==> config.mk <==
export PLATFORM = sky130hd
export DESIGN_NAME = lfsr_rng_arbiter_flat
export DESIGN_NICKNAME = d
export VERILOG_FILES = /design/src/rtl/lfsr_pkg.sv /design/src/rtl/lfsr_rng_arbiter_if.sv /design/src/rtl/lfsr_step_core.sv /design/src/rtl/lfsr_rng_arbiter.sv /design/src/flat_wrapper.sv
export SDC_FILE = /design/constraint.sdc
export NUM_CORES = 1
export LEC_CHECK = 0
export ABC_AREA = 1
export BUFFER_PORTS_ARGS = -buffer_cell sky130_fd_sc_hd__buf_2
export CAP_MARGIN = 0
export CORE_MARGIN = 2
export CORE_UTILIZATION = 45
export CTS_CLUSTER_DIAMETER = 150
export CTS_CLUSTER_SIZE = 30
export DETAILED_ROUTE_END_ITERATION = 6
export PLACE_DENSITY = 0.68
export SLEW_MARGIN = 10
export SYNTH_ARGS = -nofsm -noshare
export SYNTH_HDL_FRONTEND = slang
export SYNTH_SLANG_ARGS = --single-unit
==> constraint.sdc <==
create_clock -name clk -period 2 [get_ports clk]
set_clock_uncertainty 0.05 [all_clocks]
set_input_delay 0.3 -clock clk [delete_from_list [all_inputs] [get_ports clk]]
set_output_delay 0.3 -clock clk [all_outputs]
set_load 0.05 [all_outputs]
==> src/rtl/lfsr_pkg.sv <==
// Shared LFSR arbiter constants, FSM state encoding and round-robin pick.
// Pure declarations and combinational helpers: no latency, no backpressure.
package lfsr_pkg;

    localparam int              LFSR_N     = 17;
    localparam logic [16:0]     LFSR_SEED  = 17'h0004b;
    localparam int              LFSR_TAP_A = 13;
    localparam int              LFSR_TAP_B = 16;

    typedef enum logic [1:0] {
        IDLE  = 2'd0,
        SHIFT = 2'd1,
        DONE  = 2'd2
    } arb_state_t;

    // First set request at or above ptr, else the lowest set request (wrap-around).
    function automatic logic [2:0] rr_pick(input logic [7:0] req, input logic [2:0] ptr);
        logic [7:0] upper;
        logic [2:0] pick;
        logic       found;
        upper = req & (8'hFF << ptr);
        pick  = 3'd0;
        found = 1'b0;
        for (int i = 7; i >= 0; i--) begin
            if (upper[i]) begin
                pick  = 3'(i);
                found = 1'b1;
            end
        end
        if (!found) begin
            for (int i = 7; i >= 0; i--) begin
                if (req[i]) pick = 3'(i);
            end
        end
        return pick;
    endfunction

endpackage

==> src/rtl/lfsr_rng_arbiter_if.sv <==
// Requester-side bus of the shared LFSR random-word arbiter.
// master = requester/reseed side, slave = arbiter side.
interface lfsr_rng_arbiter_if #(
    parameter int NREQ   = 4,
    parameter int WORD_W = 8,
    parameter int N      = 17
);
    localparam int ID_W = (NREQ > 1) ? $clog2(NREQ) : 1;

    logic [NREQ-1:0]   req;
    logic [NREQ-1:0]   gnt;
    logic              rnd_valid;
    logic [WORD_W-1:0] rnd_data;
    logic [ID_W-1:0]   rnd_id;
    logic              seed_load;
    logic [N-1:0]      seed_val;
    logic              wrap_tick;
    logic              busy;

    modport master (
        output req, seed_load, seed_val,
        input  gnt, rnd_valid, rnd_data, rnd_id, wrap_tick, busy
    );

    modport slave (
        input  req, seed_load, seed_val,
        output gnt, rnd_valid, rnd_data, rnd_id, wrap_tick, busy
    );

endinterface

==> src/rtl/lfsr_step_core.sv <==
// 17-bit XNOR Fibonacci LFSR register with load; steps one position per sh_en cycle.
// Load has priority over stepping; no backpressure, all control lives in the arbiter.
module lfsr_step_core
    import lfsr_pkg::*;
#(
    parameter int           N    = LFSR_N,
    parameter logic [N-1:0] SEED = LFSR_SEED
) (
    input  logic         clk,
    input  logic         rst_n,
    input  logic         sh_en,
    input  logic         load,
    input  logic [N-1:0] load_val,
    output logic [N-1:0] q,
    output logic [N-1:0] q_next,
    output logic         msb
);

    logic fb;

    assign fb     = ~(q[LFSR_TAP_A] ^ q[LFSR_TAP_B]);
    assign q_next = {q[N-2:0], fb};
    assign msb    = q[N-1];

    always_ff @(posedge clk or negedge rst_n) begin
        if (!rst_n) begin
            q <= SEED;
        end else if (load) begin
            q <= load_val;
        end else if (sh_en) begin
            q <= q_next;
        end
    end

endmodule

==> src/rtl/lfsr_rng_arbiter.sv <==
// Round-robin share of one LFSR: a grant collects WORD_W msbs, rnd_valid WORD_W+1 edges after req sampling.
// Requesters hold req until served; dropping it mid-word aborts. Optional stats: LFSR_ARB_STATS_EN.
module lfsr_rng_arbiter
    import lfsr_pkg::*;
#(
    parameter int           NREQ   = 4,
    parameter int           WORD_W = 8,
    parameter int           N      = LFSR_N,
    parameter logic [N-1:0] SEED   = LFSR_SEED
) (
    input  logic        clk,
    input  logic        rst_n,
`ifdef LFSR_ARB_STATS_EN
    output logic [15:0] word_cnt,
    output logic [7:0]  abort_cnt,
`endif
    lfsr_rng_arbiter_if.slave bus
);

    localparam int                ID_W     = (NREQ > 1) ? $clog2(NREQ) : 1;
    localparam int                CNT_W    = (WORD_W > 1) ? $clog2(WORD_W) : 1;
    localparam logic [CNT_W-1:0]  CNT_LAST = CNT_W'(WORD_W - 1);
    localparam logic [ID_W-1:0]   ID_LAST  = ID_W'(NREQ - 1);

    arb_state_t        state, state_nxt;
    logic [NREQ-1:0]   gnt_q;
    logic [ID_W-1:0]   id_q, ptr_q, pick_id, ptr_after;
    logic [CNT_W-1:0]  cnt_q;
    logic [WORD_W-1:0] rnd_shift, shift_next, rnd_data_q;
    logic [N-1:0]      seed_q, seed_clean, lfsr_q, lfsr_next, core_load_val;
    logic              lfsr_msb, sh_en, seed_ld, grant, abort, lockup, core_load;

    // All-ones is the XNOR lock-up state; never let it become the seed.
    assign seed_clean = (bus.seed_val == '1) ? SEED : bus.seed_val;
    assign pick_id    = ID_W'(rr_pick(8'(bus.req), 3'(ptr_q)));
    assign ptr_after  = (id_q == ID_LAST) ? '0 : id_q + 1'b1;

    // Unreachable from any legal seed; recovers the core if the state is ever upset.
    assign lockup        = (lfsr_q == '1);
    assign core_load     = seed_ld | lockup;
    assign core_load_val = seed_ld ? seed_clean : SEED;

    lfsr_step_core #(
        .N    (N),
        .SEED (SEED)
    ) u_core (
        .clk      (clk),
        .rst_n    (rst_n),
        .sh_en    (sh_en),
        .load     (core_load),
        .load_val (core_load_val),
        .q        (lfsr_q),
        .q_next   (lfsr_next),
        .msb      (lfsr_msb)
    );

    if (WORD_W > 1) begin : g_shift_multi
        assign shift_next = {rnd_shift[WORD_W-2:0], lfsr_msb};
    end else begin : g_shift_single
        assign shift_next = lfsr_msb;
    end

    always_comb begin
        state_nxt = state;
        sh_en     = 1'b0;
        seed_ld   = 1'b0;
        grant     = 1'b0;
        abort     = 1'b0;
        case (state)
            IDLE: begin
                if (bus.seed_load) begin
                    seed_ld = 1'b1;
                end else if (|bus.req) begin
                    grant     = 1'b1;
                    state_nxt = SHIFT;
                end
            end
            SHIFT: begin
                if (!bus.req[id_q]) begin
                    abort     = 1'b1;
                    state_nxt = IDLE;
                end else begin
                    sh_en = 1'b1;
                    if (cnt_q == CNT_LAST) state_nxt = DONE;
                end
            end
            DONE:    state_nxt = IDLE;
            default: state_nxt = IDLE;
        endcase
    end

    always_ff @(posedge clk or negedge rst_n) begin
        if (!rst_n) begin
            state      <= IDLE;
            gnt_q      <= '0;
            id_q       <= '0;
            ptr_q      <= '0;
            cnt_q      <= '0;
            rnd_shift  <= '0;
            rnd_data_q <= '0;
            seed_q     <= SEED;
        end else begin
            state <= state_nxt;
            if (seed_ld) seed_q <= seed_clean;
            if (grant) begin
                gnt_q <= NREQ'(1) << pick_id;
                id_q  <= pick_id;
                cnt_q <= '0;
            end
            if (sh_en) begin
                rnd_shift <= shift_next;
                cnt_q     <= cnt_q + 1'b1;
                // The finished word is published as DONE is entered so it lines up with rnd_valid.
                if (cnt_q == CNT_LAST) rnd_data_q <= shift_next;
            end
            if (abort || state == DONE) begin
                gnt_q <= '0;
                ptr_q <= ptr_after;
            end
        end
    end

    assign bus.gnt       = gnt_q;
    assign bus.rnd_valid = (state == DONE);
    assign bus.rnd_data  = rnd_data_q;
    assign bus.rnd_id    = id_q;
    assign bus.busy      = (state != IDLE);
    assign bus.wrap_tick = sh_en & (lfsr_next == seed_q);

`ifdef LFSR_ARB_STATS_EN
    always_ff @(posedge clk or negedge rst_n) begin
        if (!rst_n) begin
            word_cnt  <= '0;
            abort_cnt <= '0;
        end else if (seed_ld) begin
            word_cnt  <= '0;
            abort_cnt <= '0;
        end else begin
            if (state == DONE && word_cnt != '1) word_cnt <= word_cnt + 1'b1;
            if (abort && abort_cnt != '1)        abort_cnt <= abort_cnt + 1'b1;
        end
    end
`endif

endmodule
==> src/flat_wrapper.sv <==
// flat-port wrapper written by rule: the top's interface ports become plain ports
module lfsr_rng_arbiter_flat import lfsr_pkg::*;
#(
    parameter int           NREQ   = 4,
    parameter int           WORD_W = 8,
    parameter int           N      = LFSR_N,
    parameter logic [N-1:0] SEED   = LFSR_SEED
)
  (clk, rst_n, bus_req, bus_seed_load, bus_seed_val, bus_gnt, bus_rnd_valid, bus_rnd_data, bus_rnd_id, bus_wrap_tick, bus_busy);
  lfsr_rng_arbiter_if #(.NREQ(NREQ), .WORD_W(WORD_W), .N(N)) bus_i ();
  input  logic clk;
  input  logic rst_n;
  input wire logic [$bits(bus_i.req)-1:0] bus_req;
  input wire logic [$bits(bus_i.seed_load)-1:0] bus_seed_load;
  input wire logic [$bits(bus_i.seed_val)-1:0] bus_seed_val;
  output wire logic [$bits(bus_i.gnt)-1:0] bus_gnt;
  output wire logic [$bits(bus_i.rnd_valid)-1:0] bus_rnd_valid;
  output wire logic [$bits(bus_i.rnd_data)-1:0] bus_rnd_data;
  output wire logic [$bits(bus_i.rnd_id)-1:0] bus_rnd_id;
  output wire logic [$bits(bus_i.wrap_tick)-1:0] bus_wrap_tick;
  output wire logic [$bits(bus_i.busy)-1:0] bus_busy;
  assign bus_i.req = bus_req;
  assign bus_i.seed_load = bus_seed_load;
  assign bus_i.seed_val = bus_seed_val;
  assign bus_gnt = bus_i.gnt;
  assign bus_rnd_valid = bus_i.rnd_valid;
  assign bus_rnd_data = bus_i.rnd_data;
  assign bus_rnd_id = bus_i.rnd_id;
  assign bus_wrap_tick = bus_i.wrap_tick;
  assign bus_busy = bus_i.busy;
  lfsr_rng_arbiter #(.NREQ(NREQ), .WORD_W(WORD_W), .N(N), .SEED(SEED)) u_core (.clk(clk), .rst_n(rst_n), .bus(bus_i));
endmodule
# Word level (Yosys, flattened, before mapping)
# Index checks and enable logic that the tools add are counted.
[classes] n_lt_le_gt_ge=1 reduce_logical=9 bitwise=5 n_addsub=2 shift=2 mul=0 muxes=46 n_eq_ne=10 div=0
[ops] op="17-bit 2-to-1 mux" count=4
[ops] op="2-bit 2-to-1 mux" count=18
[ops] op="17-bit == test, second input constant" count=2
[ops] op="1-bit 2-to-1 mux" count=18
[ops] op="17-bit == test" count=1
[ops] op="4-bit by 8-bit AND with 8-bit output" count=1
[ops] op="4-bit 2-to-1 mux" count=2
[ops] op="2-bit nonzero test" count=4
[ops] op="8-bit by 2-bit left shift with 8-bit output, first input constant" count=1
[ops] op="3-bit 2-to-1 mux" count=2
[ops] op="2-bit == test, second input constant" count=2
[ops] op="2-bit case mux with 2 select lines" count=1
[ops] op="4-bit OR reduction" count=1
[ops] op="1-bit by 2-bit left shift with 4-bit output, first input constant" count=1
[ops] op="3-bit by 1-bit adder with 3-bit output, second input constant" count=1
[ops] op="3-bit == test, second input constant" count=1
[ops] op="2-bit by 3-bit less-than comparator with 1-bit output, second input constant" count=1
[ops] op="3-bit != test, second input constant" count=1
[ops] op="3-bit AND reduction" count=1
[ops] op="2-bit by 1-bit adder with 2-bit output, second input constant" count=1
[ops] op="1-bit binary-select mux with 2-bit select" count=1
[ops] op="2-bit by 1-bit == test with 1-bit output, second input constant" count=1
[ops] op="2-bit logical NOT" count=1
[ops] op="2-bit by 1-bit != test with 1-bit output, second input constant" count=1
[ops] op="other kinds (7)" count=7
[totals] reg_bits=62 rom_bits=0 out_inout_bits=17 in_bits=24 latch_bits=0 ram_bits=0 memories=0

# Logic depth before layout (Yosys ltp)
# Gate-level depths: netlist of the first run.
[depth] depth_word=18 ltp_mapped=12 mapped_depth_nobuf=12

# Hierarchy
# A second synthesis of the first run with hierarchy kept.
[hier_totals] cells_unflattened=396 hier_area_um2=3259.4
[modules_own_cells] mod="lfsr_rng_arbiter" instances=1 area_each_um2=2338.5 cells_each=280 seq_area_each_um2=1131.1
[modules_own_cells] mod="lfsr_step_core" instances=1 area_each_um2=920.9 cells_each=116 seq_area_each_um2=430.4

# Least setup slack after synthesis of the first run
# No wires, ideal clock.
[synth_timing] path_type="register to output" startpoint="register u_core.id_q[0] (netlist: u_core.bus.rnd_id[0])" endpoint="output port bus_wrap_tick" path_slack_ns=-0.301 arrival_ns=1.951 path_buffers=0 path_stages_with_launch=7 required_ns=1.650 cell_sequence="dfrtp_1 > nand2_1 > nand3_1 > nand3_4 > inv_4 > nand3_1 > nor2_1"
[synth_between] elab_chain_cells=5
[synth_rtl] item="start: declaration" line_no="lfsr_rng_arbiter.sv:27" source="logic [ID_W-1:0] id_q, ptr_q, pick_id, ptr_after;"
[synth_rtl] item="start signal: assignment" line_no="lfsr_rng_arbiter.sv:107" source="id_q <= pick_id;"
[synth_rtl] item="1-bit binary-select mux with 2-bit select" line_no="lfsr_rng_arbiter.sv:79" source="if (!bus.req[id_q]) begin"
[synth_rtl] item="1-bit 2-to-1 mux (implied by the code)" line_no="lfsr_rng_arbiter.sv:79"
[synth_rtl] item="1-bit 2-to-1 mux" line_no="lfsr_rng_arbiter.sv:79"
[synth_rtl] item="1-bit 2-to-1 mux" line_no="lfsr_rng_arbiter.sv:69" source="case (state)"
[synth_rtl] item="1-bit AND" line_no="lfsr_rng_arbiter.sv:128" source="assign bus.wrap_tick = sh_en & (lfsr_next == seed_q);"
[synth_rtl] item="end: declaration" line_no="flat_wrapper.sv:20" source="output wire logic [$bits(bus_i.wrap_tick)-1:0] bus_wrap_tick;"
# Every way passes these cells. The select of a mux whose other input is x is not followed.

# Final worst setup path of the first run
[layout_timing] startpoint="register u_core.u_core.q[0]" endpoint="output port bus_wrap_tick"
[layout_between] elab_chain_cells=2
[layout_rtl] item="start: declaration" line_no="lfsr_step_core.sv:14" source="output logic [N-1:0] q,"
[layout_rtl] item="start signal: assignment" line_no="lfsr_step_core.sv:29" source="q <= load_val;"
[layout_rtl] item="start signal: assignment" line_no="lfsr_step_core.sv:31" source="q <= q_next;"
[layout_rtl] item="17-bit == test" line_no="lfsr_rng_arbiter.sv:128"
[layout_rtl] item="1-bit AND" line_no="lfsr_rng_arbiter.sv:128"
# Every way passes these cells.

==> impl_summary.log, run 1 <==
INFO  metric run_status = finished with violations
INFO  metric violations = negative setup slack
INFO  metric cts_post_setup_buffers_inserted = 0
INFO  metric tritoncts_num_sinks = 62
INFO  metric route.antenna.remaining_nets = 0
INFO  metric dr.pass1.iters = 4
INFO  metric worst_path_dominant_cell_family = flip-flops
INFO  metric layout-area-overhead-vs-synth = 18.06%
INFO  metric synth_flop_cell = sky130_fd_sc_hd__dfrtp_1
INFO  metric placement.setup.worst_slack = 165.4 ps
INFO  metric register_share_of_total_power = 37.8%
INFO  metric path_class = reg2out
INFO  metric yosysSeqAreaShare = 50.20%
INFO  metric worstPathBufferInverterCount = 2
INFO  metric synth.cell_area = 3110 sq um
INFO  metric critical_path_required = 1650 ps
INFO  metric leakagePower = 1.963 nW
INFO  metric power_per_standard_cell_area = 1604 nW/um^2
INFO  metric row_count = 30
INFO  metric combinationalPowerShare = 39.2%
INFO  metric overall_power = 5.892 mW
INFO  metric worst_margin_pin_slew = 391.5 ps
INFO  metric unrepaired_setup_endpoints_after_global_routing = yes
INFO  metric dp.final_hpwl = 4.613 mm
INFO  metric initial_utilization = 46.04%
INFO  metric timing.hold.worst.class = in2reg
INFO  metric timing.critical_path.cells = inv_1 -> nand2_1 -> o2111ai_1 -> nor3_2 -> nand3_1 -> nor2_4 -> buf_8
INFO  metric timing.final.max_slew_violations = 0
INFO  metric port_buffers = 40
INFO  metric clock_tree_from_tritoncts = done
INFO  metric synth.area.top_cells = sky130_fd_sc_hd__dfrtp_1 43%, sky130_fd_sc_hd__nand2_1 17%, sky130_fd_sc_hd__dfstp_2 6.8%, sky130_fd_sc_hd__nand3_1 4.8%, sky130_fd_sc_hd__xor2_1 3.9%
INFO  metric cpMaxStageDelayCell = sky130_fd_sc_hd__dfstp_2
INFO  metric yosys.area.top_type_share = 43.44%
INFO  metric vdd_drop_max = 0.6165 mV
INFO  metric internal-power = 3.437 mW
INFO  metric total_of_max_cap_violations = 0
INFO  metric post-route-drc-count = 0
INFO  metric dieArea = 7593 sq um
INFO  metric antenna_cells = 0
INFO  metric final-setup-viol-count = 1
INFO  metric finish.utilization = 54.35%
INFO  metric syn-instance-count = 376
INFO  metric grt_antenna_before_repair = 0
INFO  metric maxSlewHeadroom = 73.83%
INFO  metric first_global_vias = 2,443
INFO  metric coreArea = 6756 sq um
INFO  metric dr.first_iter.drc_count = 235
INFO  metric die_height = 87.14 um
INFO  metric synth.distinct_cells = 36
INFO  metric floorplan.die.width = 87.14 um
INFO  metric layout_min_cycle_time = 2083 ps
INFO  metric grt_max_degree = 63
INFO  metric clk_latency = 340 ps
INFO  metric synth_fp_nets = 403
INFO  metric route.detailed.wl_per_inst = 13.45 um
INFO  metric wire_length_of_the_first_global_routing_pass = 11.34 mm
INFO  metric cts_max_path_buffers = 2
INFO  metric root_buffer_cell = sky130_fd_sc_hd__clkbuf_8
INFO  metric final_nets = 449
INFO  metric detailroute.via_count = 2,611
INFO  metric ys_ff_latch = 62
INFO  metric count_of_final_hold_check_violations = 0
INFO  metric drt_wl_total = 6.821 mm
INFO  metric global_route.usage.total = 19.32%
INFO  metric dp_cells = 490
INFO  metric power.switching_fraction = 41.66%
INFO  metric cts_inserted_buffers = 9
INFO  metric post_drt_via_cell_ratio = 5.150
INFO  metric grt_remaining_overflow = 0
INFO  metric detailed_place.area = 3395 sq um
INFO  metric fmaxAchievable = 0.4801 GHz
INFO  metric syn-mean-instance-area = 8.273 sq um
INFO  metric asyncSetResetFlopFracSynth = 100.0%
INFO  metric num_io_pins = 41
INFO  metric timing.critical_path.from_type = flip-flop
INFO  metric worst_ep_arrival_time = 1730 ps
INFO  metric finish.cell_count_without_fillers = 507
INFO  metric synth_edf_count = 0
INFO  metric worst_path_largest_cell_delay = 570 ps
INFO  metric final_min_period_over_clock_period = 104.1%
INFO  metric clk_pin_slew = 70 ps
INFO  metric critical_path.endpoint_type = output pin
INFO  metric critPathMaxFanout = 5
INFO  metric clock_tree.htree_level_count = 3
INFO  metric place_congestion = 0.8996
INFO  metric share_of_cells_above_drive_strength_1 = 20.37%
INFO  metric share_clk_of_total_power = 23.1%
INFO  metric net-switching-power = 2.455 mW
INFO  metric ys_warn_count = 0
INFO  metric yosys.area.top_type = sky130_fd_sc_hd__dfrtp_1
INFO  metric finalWorstSetupSlack = -82.91 ps
INFO  metric fin_area = 3672 sq um
-- metal layers --
metal	part of all wire (%)	global-route usage (%)	vias up
met4	2.8	10.21	0
met5	0	0	-
met3	3.9	3.886	14
li1	-	-	1295
met2	46	28.11	52
met1	47	27.22	1250
-- cell usage in the layout, fill, tap and decap left out, types with 3 or more instances in the layout --
cell / n
sky130_fd_sc_hd__bufinv_16: 3
sky130_fd_sc_hd__a21oi_1: 5
sky130_fd_sc_hd__nor2_1: 21
sky130_fd_sc_hd__o21ai_1: 5
sky130_fd_sc_hd__clkbuf_8: 9
sky130_fd_sc_hd__inv_2: 3
sky130_fd_sc_hd__nor2_4: 3
sky130_fd_sc_hd__dfrtp_1: 54
sky130_fd_sc_hd__o21ai_0: 23
sky130_fd_sc_hd__ha_1: 3
sky130_fd_sc_hd__buf_4: 3
sky130_fd_sc_hd__nand4_1: 4
sky130_fd_sc_hd__nand2_1: 139
sky130_fd_sc_hd__a22o_1: 3
sky130_fd_sc_hd__nand3_1: 30
sky130_fd_sc_hd__buf_2: 39
sky130_fd_sc_hd__xor2_1: 14
sky130_fd_sc_hd__inv_1: 27
sky130_fd_sc_hd__dfstp_2: 8
-- path summary, 6_finish.rpt --
path,to,slack [ps],start,depth (start not counted)
max,bus_wrap_tick,-80,u_core.u_core.q[0],7
min,u_core.seed_q[6],160,bus_seed_val[6],3
max reg2reg,u_core.u_core.q[10],200,u_core.u_core.q[6],7
min reg2reg,u_core.bus.gnt[1],430,u_core.bus.gnt[1],2
max in group asynchronous,u_core.u_core.q[1],1140,rst_n,3
min in group asynchronous,u_core.ptr_q[1],450,rst_n,3
-- synth_stat cells (3+ instances only) --
library cell                n
sky130_fd_sc_hd__nand2_1  139
sky130_fd_sc_hd__dfrtp_1   54
sky130_fd_sc_hd__nand3_1   30
sky130_fd_sc_hd__inv_1     27
sky130_fd_sc_hd__o21ai_0   23
sky130_fd_sc_hd__nor2_1    22
sky130_fd_sc_hd__xor2_1    14
sky130_fd_sc_hd__dfstp_2    8
sky130_fd_sc_hd__a21oi_1    5
sky130_fd_sc_hd__o21ai_1    5
sky130_fd_sc_hd__buf_6      4
sky130_fd_sc_hd__nand4_1    4
sky130_fd_sc_hd__a22o_1     3
sky130_fd_sc_hd__buf_2      3
sky130_fd_sc_hd__buf_4      3
sky130_fd_sc_hd__ha_1       3
sky130_fd_sc_hd__inv_2      3
sky130_fd_sc_hd__nor4_1     3
-- cells by family (layout without fill, tap and decap cells) --
family          after synthesis  count (layout)  share of synthesized area [%]
compound gates               42              42                          7.603
xor+xnor                     14              14                          3.942
fa+ha+maj                     3               3                          1.207
buf+inv                      43              94                          6.798
flops                        62              62                          50.20
simple gates                212             212                          30.25
-- worst min-delay path, delay by kind of cell --
kind	cells	cell delay [ps]
simple gates	2	130
buf+inv	1	90
-- flip-flops by register name, indices dropped and copies added, names as in the netlist --
register / cells
u_core.bus.gnt: 4
u_core.bus.rnd_data: 8
u_core.bus.rnd_id: 2
u_core.cnt_q: 3
u_core.ptr_q: 2
u_core.rnd_shift: 7
u_core.seed_q: 17
u_core.state: 2
u_core.u_core.q: 17
-- power groups by stage --
stage                     combinational, mW  clock [mW]  sequential [mW]
after detailed placement               2.25           0             2.24
final                                  2.31        1.36             2.23
after CTS                              2.32        1.38             2.22
after global placement                 2.22           0             2.21
after global routing                   2.60        1.44             2.29
after floorplan                        1.54           0             2.37
-- per-stage QoR --
step / hold WS, ps / setup TNS (ps)
3_3_place_gp: 283.5 / 0
6_report: 158.5 / -82.91
5_1_grt: 174.6 / -179.3
4_1_cts: 151.1 / -88.21
2_1_floorplan: -45.59 / 0
3_5_place_dp: 287.4 / 0
-- area by class of cell --
cell class	count	area (sq um)
Fill cell	658	3084
Tap cell	80	100.1
Clock buffer	9	123.9
Clock inverter	7	122.6
Timing Repair Buffer	46	282.8
Sequential cell	62	1562
Inverter	32	125.1
Multi-Input combinational cell	271	1356
-- repair_timing --
action | 4_1_cts | 5_1_grt
endpoints found under the setup margin | 1 | 1
hold buffers | 1 | 0
gates resized for setup | 4 | 1
cloned | 0 | 0
pin swaps | 2 | 0
hold endpoints to repair | 54 | 0
Power figures use the tool's default switching activity.
==> run 2, diff against run 1 <==
Settings changed: ABC_AREA 1 to 0.
==> run 2 against run 1 <==
Compared with the run above: the flow still finishes with violations (negative setup slack); first-iteration DRC count decreased by 34%; global-route usage increased by 0.51 points; synthesized cell count decreased by 24%; final cell count decreased by 16%; critical path type unchanged; power increased by 1.1%; non-clock buffer count increased by 16; worst setup slack got worse by 130 ps; largest cell class unchanged; clock power decreased by 14%; sequential share of layout area increased by 1.2 points; design area decreased by 2.7%.
==> impl_summary.log, run 2 <==
INFO  metric worst_ep_arrival_time = 1870 ps (+140 ps)
INFO  metric total_of_max_cap_violations = 0 (unchanged)
INFO  metric final_nets = 372 (-17%)
INFO  metric synth.most_common_cell = sky130_fd_sc_hd__nand2_1
INFO  metric grt_antenna_before_repair = 0 (unchanged)
INFO  metric root_buffer_cell = sky130_fd_sc_hd__clkbuf_8
INFO  metric clock_tree.htree_level_count = 3 (unchanged)
INFO  metric grt_remaining_overflow = 0 (unchanged)
INFO  metric fin_area = 3573 sq um (-2.7%)
INFO  metric violations = negative setup slack
INFO  metric post-route-drc-count = 0 (unchanged)
INFO  metric place_congestion = 0.8087 (-10%)
INFO  metric floorplan.die.width = 84.11 um (-3.5%)
INFO  metric ys_ff_latch = 62 (unchanged)
INFO  metric critPathMaxFanout = 2 (-3)
INFO  metric final-setup-viol-count = 1 (unchanged)
INFO  metric finalWorstSetupSlack = -217.6 ps (-134.7 ps)
INFO  metric port_buffers = 40 (unchanged)
INFO  metric initial_utilization = 46.00% (about the same)
INFO  metric num_io_pins = 41 (unchanged)
INFO  metric path_class = reg2out
INFO  metric detailroute.via_count = 2,335 (-11%)
INFO  metric final_min_period_over_clock_period = 110.9% (+6.7 points)
INFO  metric detailed_place.area = 3293 sq um (-3.0%)
INFO  metric dp.final_hpwl = 4.553 mm (-1.3%)
INFO  metric critical_path_required = 1650 ps (about the same)
INFO  metric clk_pin_slew = 70 ps (about the same)
INFO  metric clock_tree_from_tritoncts = done
INFO  metric maxSlewHeadroom = 58.23% (-16 points)
INFO  metric timing.final.max_slew_violations = 0 (unchanged)
INFO  metric synth_flop_cell = sky130_fd_sc_hd__dfrtp_1
INFO  metric post_synth_most_frequent_cells = 73 x sky130_fd_sc_hd__nand2_1, 54 x sky130_fd_sc_hd__dfrtp_1, 21 x sky130_fd_sc_hd__o21ai_0, 17 x sky130_fd_sc_hd__xor2_1, 13 x sky130_fd_sc_hd__a2bb2oi_1
INFO  metric cts_inserted_buffers = 9 (unchanged)
INFO  metric grt_max_degree = 63 (unchanged)
INFO  metric count_of_final_hold_check_violations = 0 (unchanged)
INFO  metric asyncSetResetFlopFracSynth = 100.0% (unchanged)
INFO  metric route.detailed.wl_per_inst = 15.28 um (+14%)
INFO  metric run_status = finished with violations
INFO  metric synth.area.top_cells = sky130_fd_sc_hd__dfrtp_1 47%, sky130_fd_sc_hd__nand2_1 9.5%, sky130_fd_sc_hd__dfstp_2 7.3%, sky130_fd_sc_hd__xor2_1 5.2%, sky130_fd_sc_hd__a2bb2oi_1 3.9%
INFO  metric unrepaired_setup_endpoints_after_global_routing = yes
INFO  metric synth.distinct_cells = 44 (+22%)
INFO  metric layout_min_cycle_time = 2218 ps (+134.7 ps)
INFO  metric timing.hold.worst.class = in2reg
INFO  metric coreArea = 6277 sq um (-7.1%)
INFO  metric yosysSeqAreaShare = 54.07% (+3.9 points)
INFO  metric dr.first_iter.drc_count = 155 (-34%)
INFO  metric power_per_standard_cell_area = 1667 nW/um^2 (+3.9%)
INFO  metric critical_path.endpoint_type = output pin
INFO  metric row_count = 29 (-3.3%)
INFO  metric global_route.usage.total = 19.83% (+0.51 points)
INFO  metric layout-area-overhead-vs-synth = 23.74%
INFO  metric synth.cell_area = 2888 sq um (-7.2%)
INFO  metric wire_length_of_the_first_global_routing_pass = 11.07 mm (-2.4%)
INFO  metric fmaxAchievable = 0.4509 GHz (-6.1%)
INFO  metric synth_fp_nets = 311 (-23%)
INFO  metric drt_wl_total = 6.523 mm (-4.4%)
INFO  metric dieArea = 7074 sq um (-6.8%)
INFO  metric die_height = 84.11 um (-3.5%)
INFO  metric syn-mean-instance-area = 10.17 sq um (+23%)
INFO  metric leakagePower = 1.778 nW (-9.5%)
INFO  metric yosys.area.top_type = sky130_fd_sc_hd__dfrtp_1
INFO  metric most_common_library_cell_in_the_layout_ignoring_fill_and_taps = sky130_fd_sc_hd__nand2_1
INFO  metric first_global_vias = 2,341 (-4.2%)
INFO  metric fillers = 552 (-16%)
INFO  metric dr.pass1.iters = 4 (unchanged)
INFO  metric rrSetupSlack = 70 ps (-130 ps)
INFO  metric ys_warn_count = 0 (unchanged)
INFO  metric yosys.area.top_type_share = 46.79% (+3.4 points)
INFO  metric tritoncts_num_sinks = 62 (unchanged)
INFO  metric dp_cells = 406 (-17%)
INFO  metric synth_edf_count = 0 (unchanged)
INFO  metric route.antenna.remaining_nets = 0 (unchanged)
INFO  metric timing.critical_path.from_type = flip-flop
INFO  metric share_of_cells_above_drive_strength_1 = 30.29% (+9.9 points)
INFO  metric placement.setup.worst_slack = -64.98 ps (-230.4 ps)
INFO  metric clk_latency = 340 ps (about the same)
INFO  metric vdd_drop_max = 0.7313 mV (+19%)
INFO  metric worst_margin_pin_slew = 620.9 ps (+229.3 ps)
INFO  metric cts_max_path_buffers = 2 (unchanged)
INFO  metric antenna_cells = 0 (unchanged)
INFO  metric post_drt_via_cell_ratio = 5.468 (+6.2%)
INFO  metric syn-instance-count = 284 (-24%)
INFO  metric mostFrequentLayoutCells = 73 x sky130_fd_sc_hd__nand2_1, 52 x sky130_fd_sc_hd__dfrtp_1, 39 x sky130_fd_sc_hd__buf_2
INFO  metric finish.cell_count_without_fillers = 427 (-16%)
-- run 2: cell types whose count changed after synthesis, sizes merged, moves of 10 or more --
| cell | change |
|---|---|
| nor2 | -14 |
| nand3 | -26 |
| nand2 | -67 |
| mux2 | +10 |
| inv | -28 |
| a2bb2oi | +13 |
-- run 2: cells by family after synthesis --
| kind of cell | after synthesis | share of synthesized area, % |
|---|---|---|
| compound gates | 53 | 12.65 |
| xor+xnor | 18 | 5.459 |
| fa+ha+maj | 3 | 1.300 |
| buf+inv | 16 | 2.513 |
| flops | 62 | 54.07 |
| mux | 11 | 4.679 |
| simple gates | 121 | 19.32 |
-- run 2: timing repair --
action / 4_1_cts / 5_1_grt
endpoints found under the hold margin: 54 / 0
gates resized for setup: 6 / 2
setup buffers: 3 / 1
pin swaps: 4 / 2
hold buffers: 1 / 0
endpoints found under the setup margin: 7 / 9
-- run 2: per-layer routing --
metal  up-vias  part of all wire, %  global-route usage [%]
li1       1112                    -                       -
met1      1142                   47                   26.01
met2        61                   45                   29.73
met3        20                  4.3                   4.946
met4         0                  3.8                   11.88
met5         -                    0                       0
-- run 2: layout make-up --
class,instances,area (sq um),area share [%]
clock buffers,12,135.1,3.782
clock inverters,4,72.57,2.031
inverters,4,15.01,0.4202
multi-input cells,206,1287,36.03
flip-flops and latches,62,1564,43.77
well taps,77,96.34,2.696
repair buffers,62,402.9,11.27
-- run 2: stage by stage --
step	hold slack (ps)	power (mW)	utilization [%]	setup TNS (ps)
global route	139.6	6.365	56.93	-294.8
floorplan	-45.59	3.902	-	-34.87
detailed placement	283.2	4.669	52.46	-270.8
finish	132.9	5.955	56.93	-217.6
global placement	282.9	4.602	52.46	-46.37
CTS	126.9	5.951	56.75	-172.1
-- run 2: report_power, final --
part / internal (mW) / leakage, nW / switching (mW)
Combinational: 1.06 / 0.911 / 1.43
Sequential: 1.86 / 0.766 / 0.445
Clock: 0.701 / 0.101 / 0.471
Total: 3.61 / 1.78 / 2.34
-- run 2: final timing paths --
check                                     startpoint                endpoint  cells after the start
worst max-delay path             u_core.u_core.q[12]           bus_wrap_tick                      5
worst min-delay path                bus_seed_val[11]       u_core.seed_q[11]                      3
worst max register to register  u_core.bus.rnd_id[1]  u_core.bus.rnd_data[6]                      5
worst min register to register   u_core.rnd_shift[6]     u_core.rnd_shift[6]                      2
max in group asynchronous                      rst_n      u_core.u_core.q[3]                      3
min in group asynchronous                      rst_n       u_core.bus.gnt[2]                      3
-- run 2: critical path: stages, from the launching register on --
cell                      delay [ps]
sky130_fd_sc_hd__dfrtp_1         400
sky130_fd_sc_hd__xor2_1          200
sky130_fd_sc_hd__nor4_2          360
sky130_fd_sc_hd__nand4_1         190
sky130_fd_sc_hd__nor3_4          190
sky130_fd_sc_hd__buf_6           190
